[config.mk]
export PLATFORM = sky130hd
export DESIGN_NAME = register_file_32x32
export DESIGN_NICKNAME = d
export VERILOG_FILES = /design/src/rtl/rf_pkg.sv /design/src/rtl/rf_wr_decode.sv /design/src/rtl/register_file_32x32.sv
export SDC_FILE = /design/constraint.sdc
export NUM_CORES = 2
export LEC_CHECK = 0
export ABC_AREA = 1
export CORE_MARGIN = 5
export CORE_UTILIZATION = 25
export CTS_BUF_LIST = sky130_fd_sc_hd__clkbuf_16
export DETAILED_ROUTE_END_ITERATION = 6
export SYNTH_ARGS = -nofsm -noshare
export SYNTH_HDL_FRONTEND = slang
export SYNTH_HIERARCHICAL = 1
export SYNTH_SLANG_ARGS = --single-unit
export TNS_END_PERCENT = 100
[constraint.sdc]
create_clock -name CLK -period 2 [get_ports CLK]
set_input_delay 0.4 -clock CLK [delete_from_list [all_inputs] [get_ports CLK]]
set_output_delay 0.4 -clock CLK [all_outputs]
set_load 0.02 [all_outputs]
[src/rtl/rf_pkg.sv]
//==============================================================================
// Module      : rf_pkg
// Description : Shared sizes and types for the 32x32 register file and its
//               one-hot write-address decoder.
// Revision    : 1.0 - initial release
//==============================================================================
`default_nettype none

package rf_pkg;

    localparam int RF_ADDR_W   = 5;
    localparam int RF_DATA_W   = 32;
    localparam int RF_DEPTH    = 32;
    localparam int RF_ZERO_IDX = 0;

    typedef logic [RF_ADDR_W-1:0] rf_addr_t;
    typedef logic [RF_DATA_W-1:0] rf_data_t;

endpackage : rf_pkg

`default_nettype wire

[src/rtl/rf_wr_decode.sv]
//==============================================================================
// Module      : rf_wr_decode
// Description : 5-to-32 one-hot write-enable decoder. The output bit that
//               addresses the hardwired-zero register is always held low, so
//               writes to it are dropped at the source.
// Ports       : i_addr - write address
//               i_en   - write strobe
//               o_we   - one-hot per-entry write enable (bit 0 forced low)
// Revision    : 1.0 - initial release
//==============================================================================
`default_nettype none

module rf_wr_decode
    import rf_pkg::*;
#(
    parameter int ADDR_WIDTH = RF_ADDR_W
) (
    input  logic [ADDR_WIDTH-1:0]      i_addr,
    input  logic                       i_en,
    output logic [(2**ADDR_WIDTH)-1:0] o_we
);

    always_comb begin
        o_we = '0;
        if (i_en) begin
            o_we[i_addr] = 1'b1;
        end
        // The zero register has no write path.
        o_we[RF_ZERO_IDX] = 1'b0;
    end

endmodule : rf_wr_decode

`default_nettype wire

[src/rtl/register_file_32x32.sv]
//==============================================================================
// Module      : register_file_32x32
// Description : 32-entry register file, one write port, two registered read
//               ports. Register 0 always reads zero.
// Ports       : CLK      - clock, rising edge
//               RST      - synchronous active-high reset
//               READ     - read strobe, captures both read ports
//               WRITE    - write strobe
//               ADDR_R1  - read port 1 address
//               ADDR_R2  - read port 2 address
//               ADDR_W   - write address
//               DATA_W   - write data
//               DATA_R1  - registered read data, port 1
//               DATA_R2  - registered read data, port 2
//               RD_VALID - high for one cycle after each READ edge
// Config      : RF_BYPASS_EN - when defined, a same-edge READ and WRITE to the
//               same nonzero address forwards DATA_W to that read port.
//               When undefined, the read returns the pre-write contents.
// Revision    : 1.0 - initial release
//==============================================================================
`default_nettype none

module register_file_32x32
    import rf_pkg::*;
#(
    parameter int DATA_WIDTH = RF_DATA_W,
    parameter int ADDR_WIDTH = RF_ADDR_W
) (
    input  logic                  CLK,
    input  logic                  RST,
    input  logic                  READ,
    input  logic                  WRITE,
    input  logic [ADDR_WIDTH-1:0] ADDR_R1,
    input  logic [ADDR_WIDTH-1:0] ADDR_R2,
    input  logic [ADDR_WIDTH-1:0] ADDR_W,
    input  logic [DATA_WIDTH-1:0] DATA_W,
    output logic [DATA_WIDTH-1:0] DATA_R1,
    output logic [DATA_WIDTH-1:0] DATA_R2,
    output logic                  RD_VALID
);

    localparam int C_DEPTH = 2**ADDR_WIDTH;

    logic [C_DEPTH-1:0]    w_we;

    logic [DATA_WIDTH-1:0] regs_q [C_DEPTH];
    logic [DATA_WIDTH-1:0] regs_d [C_DEPTH];
    logic [DATA_WIDTH-1:0] rd1_q, rd1_d;
    logic [DATA_WIDTH-1:0] rd2_q, rd2_d;
    logic                  valid_q, valid_d;

    logic [DATA_WIDTH-1:0] w_rd1_arr;
    logic [DATA_WIDTH-1:0] w_rd2_arr;
    logic [DATA_WIDTH-1:0] w_rd1_sel;
    logic [DATA_WIDTH-1:0] w_rd2_sel;

    rf_wr_decode #(
        .ADDR_WIDTH (ADDR_WIDTH)
    ) u_wr_decode (
        .i_addr (ADDR_W),
        .i_en   (WRITE),
        .o_we   (w_we)
    );

    // Storage next-state: only the decoded entry takes DATA_W. Entry 0 never
    // has an enable, so it stays at its reset value of zero.
    always_comb begin
        for (int i = 0; i < C_DEPTH; i++) begin
            regs_d[i] = regs_q[i];
            if (w_we[i]) begin
                regs_d[i] = DATA_W;
            end
        end
    end

    // Array read muxes; address 0 is forced to zero so the result does not
    // depend on the storage contents of entry 0.
    always_comb begin
        w_rd1_arr = (ADDR_R1 == ADDR_WIDTH'(RF_ZERO_IDX)) ? '0 : regs_q[ADDR_R1];
        w_rd2_arr = (ADDR_R2 == ADDR_WIDTH'(RF_ZERO_IDX)) ? '0 : regs_q[ADDR_R2];
    end

`ifdef RF_BYPASS_EN
    // Write-through forwarding, decided per port. The write-address-zero case
    // is excluded so the zero register never shows written data.
    logic w_fwd1;
    logic w_fwd2;

    always_comb begin
        w_fwd1    = WRITE && (ADDR_W != ADDR_WIDTH'(RF_ZERO_IDX)) && (ADDR_R1 == ADDR_W);
        w_fwd2    = WRITE && (ADDR_W != ADDR_WIDTH'(RF_ZERO_IDX)) && (ADDR_R2 == ADDR_W);
        w_rd1_sel = w_fwd1 ? DATA_W : w_rd1_arr;
        w_rd2_sel = w_fwd2 ? DATA_W : w_rd2_arr;
    end
`else
    // Without forwarding a same-edge read sees the pre-write contents.
    always_comb begin
        w_rd1_sel = w_rd1_arr;
        w_rd2_sel = w_rd2_arr;
    end
`endif

    // Read registers hold their value when READ is low; RD_VALID simply
    // follows READ one edge later.
    always_comb begin
        rd1_d   = rd1_q;
        rd2_d   = rd2_q;
        valid_d = READ;
        if (READ) begin
            rd1_d = w_rd1_sel;
            rd2_d = w_rd2_sel;
        end
    end

    always_ff @(posedge CLK) begin
        if (RST) begin
            for (int i = 0; i < C_DEPTH; i++) begin
                regs_q[i] <= '0;
            end
            rd1_q   <= '0;
            rd2_q   <= '0;
            valid_q <= 1'b0;
        end else begin
            for (int i = 0; i < C_DEPTH; i++) begin
                regs_q[i] <= regs_d[i];
            end
            rd1_q   <= rd1_d;
            rd2_q   <= rd2_d;
            valid_q <= valid_d;
        end
    end

    assign DATA_R1  = rd1_q;
    assign DATA_R2  = rd2_q;
    assign RD_VALID = valid_q;

endmodule : register_file_32x32

`default_nettype wire

==> results.py <==
metrics = {
    "worst_setup_path": {
        "slowest_delay_ns": 0.47,
        "crit_arrival_ns": 1.57,
        "crit_fanout": 2,
        "worstSetupPathType": "flop to output pin",
        "cp-start-kind": "flop",
        "cp_num_buf_inv": 1,
        "worst_setup_path_end_kind": "output pin",
        "path_cells": "clkdlybuf4s15_1",
        "cp.required_ns": 1.60,
        "slowest_stage": "dfxtp_2",
        "path_delay_family": "flip-flops",
    },
    "outcome": {
        "status": "finished, violations left",
        "violations": "slew limit",
    },
    "timing": {
        "hold_violations": 0,
        "relSlewSlack_pct": -35.0,
        "grt_setup_unrepaired": "no",
        "skew_ns": 0.0301,
        "hold_ws_ns": 0.189,
        "finalSetupViolCount": 0,
        "fmax_ghz": 0.507,
        "fin_tns_setup_ns": 0,
        "finalCritPeriodShare_pct": 98.6,
        "worst_pin_slew_ns": 2.02,
        "drv_slew": 33,
        "post-route-min-period_ns": 1.97,
    },
    "routing": {
        "first_iter_violations": 7877,
        "routedWlPerCell_um": 22.9,
        "ant_nets": 0,
        "vias_per_cell": 5.14,
        "wl_um": 237000,
        "drc": 0,
        "via_count": 53259,
        "dr.pass1.iters": 6,
    },
    "cells_and_area": {
        "drive_gt1_share_pct": 11.4,
        "nNetsFinal": 7319,
        "fillers": 23271,
        "synthToLayoutAreaGrowth_pct": 24.2,
    },
    "synth": {
        "netlist_area_um2": 56700,
        "ys_warn_count": 6,
        "synthCells": 6977,
        "ys_types": 26,
        "synth_area_leaders": "edfxtp_1, nand2_1, nand3_1, nor2_1, a21oi_1",
        "synth_flop_cell": "edfxtp_1",
        "synth_top_area_share_pct": 54.2,
        "syn_avg_cell_area_um2": 8.12,
        "synth_top_area_cell": "edfxtp_1",
        "synth_seq_cells": 1089,
        "async_flop_share_pct": 0,
        "synth_edf_count": 1024,
        "yosysSeqAreaShare_pct": 56.5,
        "syn_nets": 7028,
        "ys_top_cells_by_count": "nand2_1, nor2_1, edfxtp_1, nand3_1, a21oi_1",
        "synth_most_common_cell": "nand2_1",
    },
    "clocking": {
        "cts_buffers": 113,
        "clkTransAtPathRegs_ns": 0.07,
        "cts_tree": "done",
        "postCtsSetupBuffers": 0,
        "worstSkewPairLatency_ns": 0.75,
        "cts.sinks": 1089,
        "clockRootBuffer": "clkbuf_16",
        "clk_path_buf_depth": 3,
        "cts_hold_buf": 0,
        "h-tree-depth": 3,
    },
    "die": {
        "ioPinCount": 116,
        "initial_utilization_pct": 25.2,
        "die-height_um": 486,
        "num_rows": 174,
        "die_w_um": 486,
        "coreArea_um2": 225000,
        "fp.dieArea_um2": 236000,
    },
    "placed_design": {
        "hpwl_um": 163000,
        "place_congestion": 0.931,
        "io_buffers": 115,
    },
    "global_routing": {
        "grt_pass1_vias": 50504,
        "grt-ovfl-total": 0,
        "use_met1_pct": 24.6,
        "grt_max_degree": 51,
        "use_met2_pct": 31.0,
        "grt_pass1_wl_um": 341000,
        "top_usage_layer": "met2",
        "antenna_found_initial": 9,
        "track_usage_pct": 19.3,
        "use_met3_pct": 3.72,
    },
    "power": {
        "powerDensity_nw_per_um2": 836,
        "ir_drop_v": 0.000719,
        "p_leak_nw": 28.7,
    },
    "run": {
        "maxCapViolations": 0,
    },
    "hold_path": {
        "hold_class": "input pin to flop",
    },
}
-- cell families after synthesis --
kind of cell	after synthesis	synth area share, %
AOI/OAI and AO/OA	492	4.34
buffers and inverters	599	4.85
DFF	1089	56.5
other	1	0.00662
and+or+nand+nor	4796	34.3
-- cell usage in the layout (no fill, tap or decap), types with 39 or more instances in the layout --
master	count
nand3_1	966
edfxtp_1	1024
buf_12	239
buf_4	358
dlygate4sd2_1	55
dfxtp_1	54
nand2_1	2645
clkdlybuf4s50_1	39
clkbuf_16	118
nor2_1	1114
a21oi_1	287
o21ai_0	204
clkinv_1	67
-- state kept, by name, summed over array words and instances, names as in the netlist --
name      cells
RD_VALID      1
DATA_R2      32
regs_q     1024
DATA_R1      32
-- per-layer routing --
layer,vias to the layer above,part of all wire (%)
li1,23677,-
met3,654,11
met5,-,0.017
met1,25362,38
met4,6,5.8
met2,3560,45
-- path summary, 6_finish.rpt --
kind / startpoint / endpoint / slack, ns / cells past startpoint
max: DATA_R1[0] / DATA_R1[0] / 0.03 / 1
min: ADDR_R1[3] / DATA_R1[6] / 0.19 / 5
max reg2reg: regs_q[4][1] / DATA_R2[1] / 0.31 / 8
min reg2reg: DATA_R1[7] / DATA_R1[7] / 0.46 / 2
-- power breakdown --
group	switching [mW]	internal, mW
clock network	9.55	12.6
logic	6.03	3.09
registers	0.911	26.6
-- through the flow --
stage	cells	worst slack [ns]	util, %	area (µm²)	power (mW)
2_1_floorplan	6977	0.199	-	56700	32.2
3_5_place_dp	10145	-0.566	29.6	66600	36.9
3_3_place_gp	10145	-0.555	29.6	66600	36.8
6_report	10363	0.0289	31.3	70400	58.8
5_1_grt	10360	0.00350	31.2	70400	60.7
4_1_cts	10359	0.00290	31.2	70400	58.8
-- area by class of cell --
| class | instances | area [µm²] | area share, % |
|---|---|---|---|
| sequential | 1089 | 32100 | 45.5 |
| multi-input combinational | 5289 | 21900 | 31.1 |
| timing repair buffer | 708 | 8530 | 12.1 |
| tap | 2992 | 3740 | 5.32 |
| clock buffer | 118 | 2950 | 4.19 |
| clock inverter | 96 | 908 | 1.29 |
| inverter | 67 | 292 | 0.414 |
| antenna | 4 | 10.0 | 0.0142 |
-- repair_timing --
action                                  CTS  global route
endpoints found under the setup margin   65             1
resized for setup                        90             1
cloned                                    0             0
No activity file was read; power rests on OpenSTA's default activity.
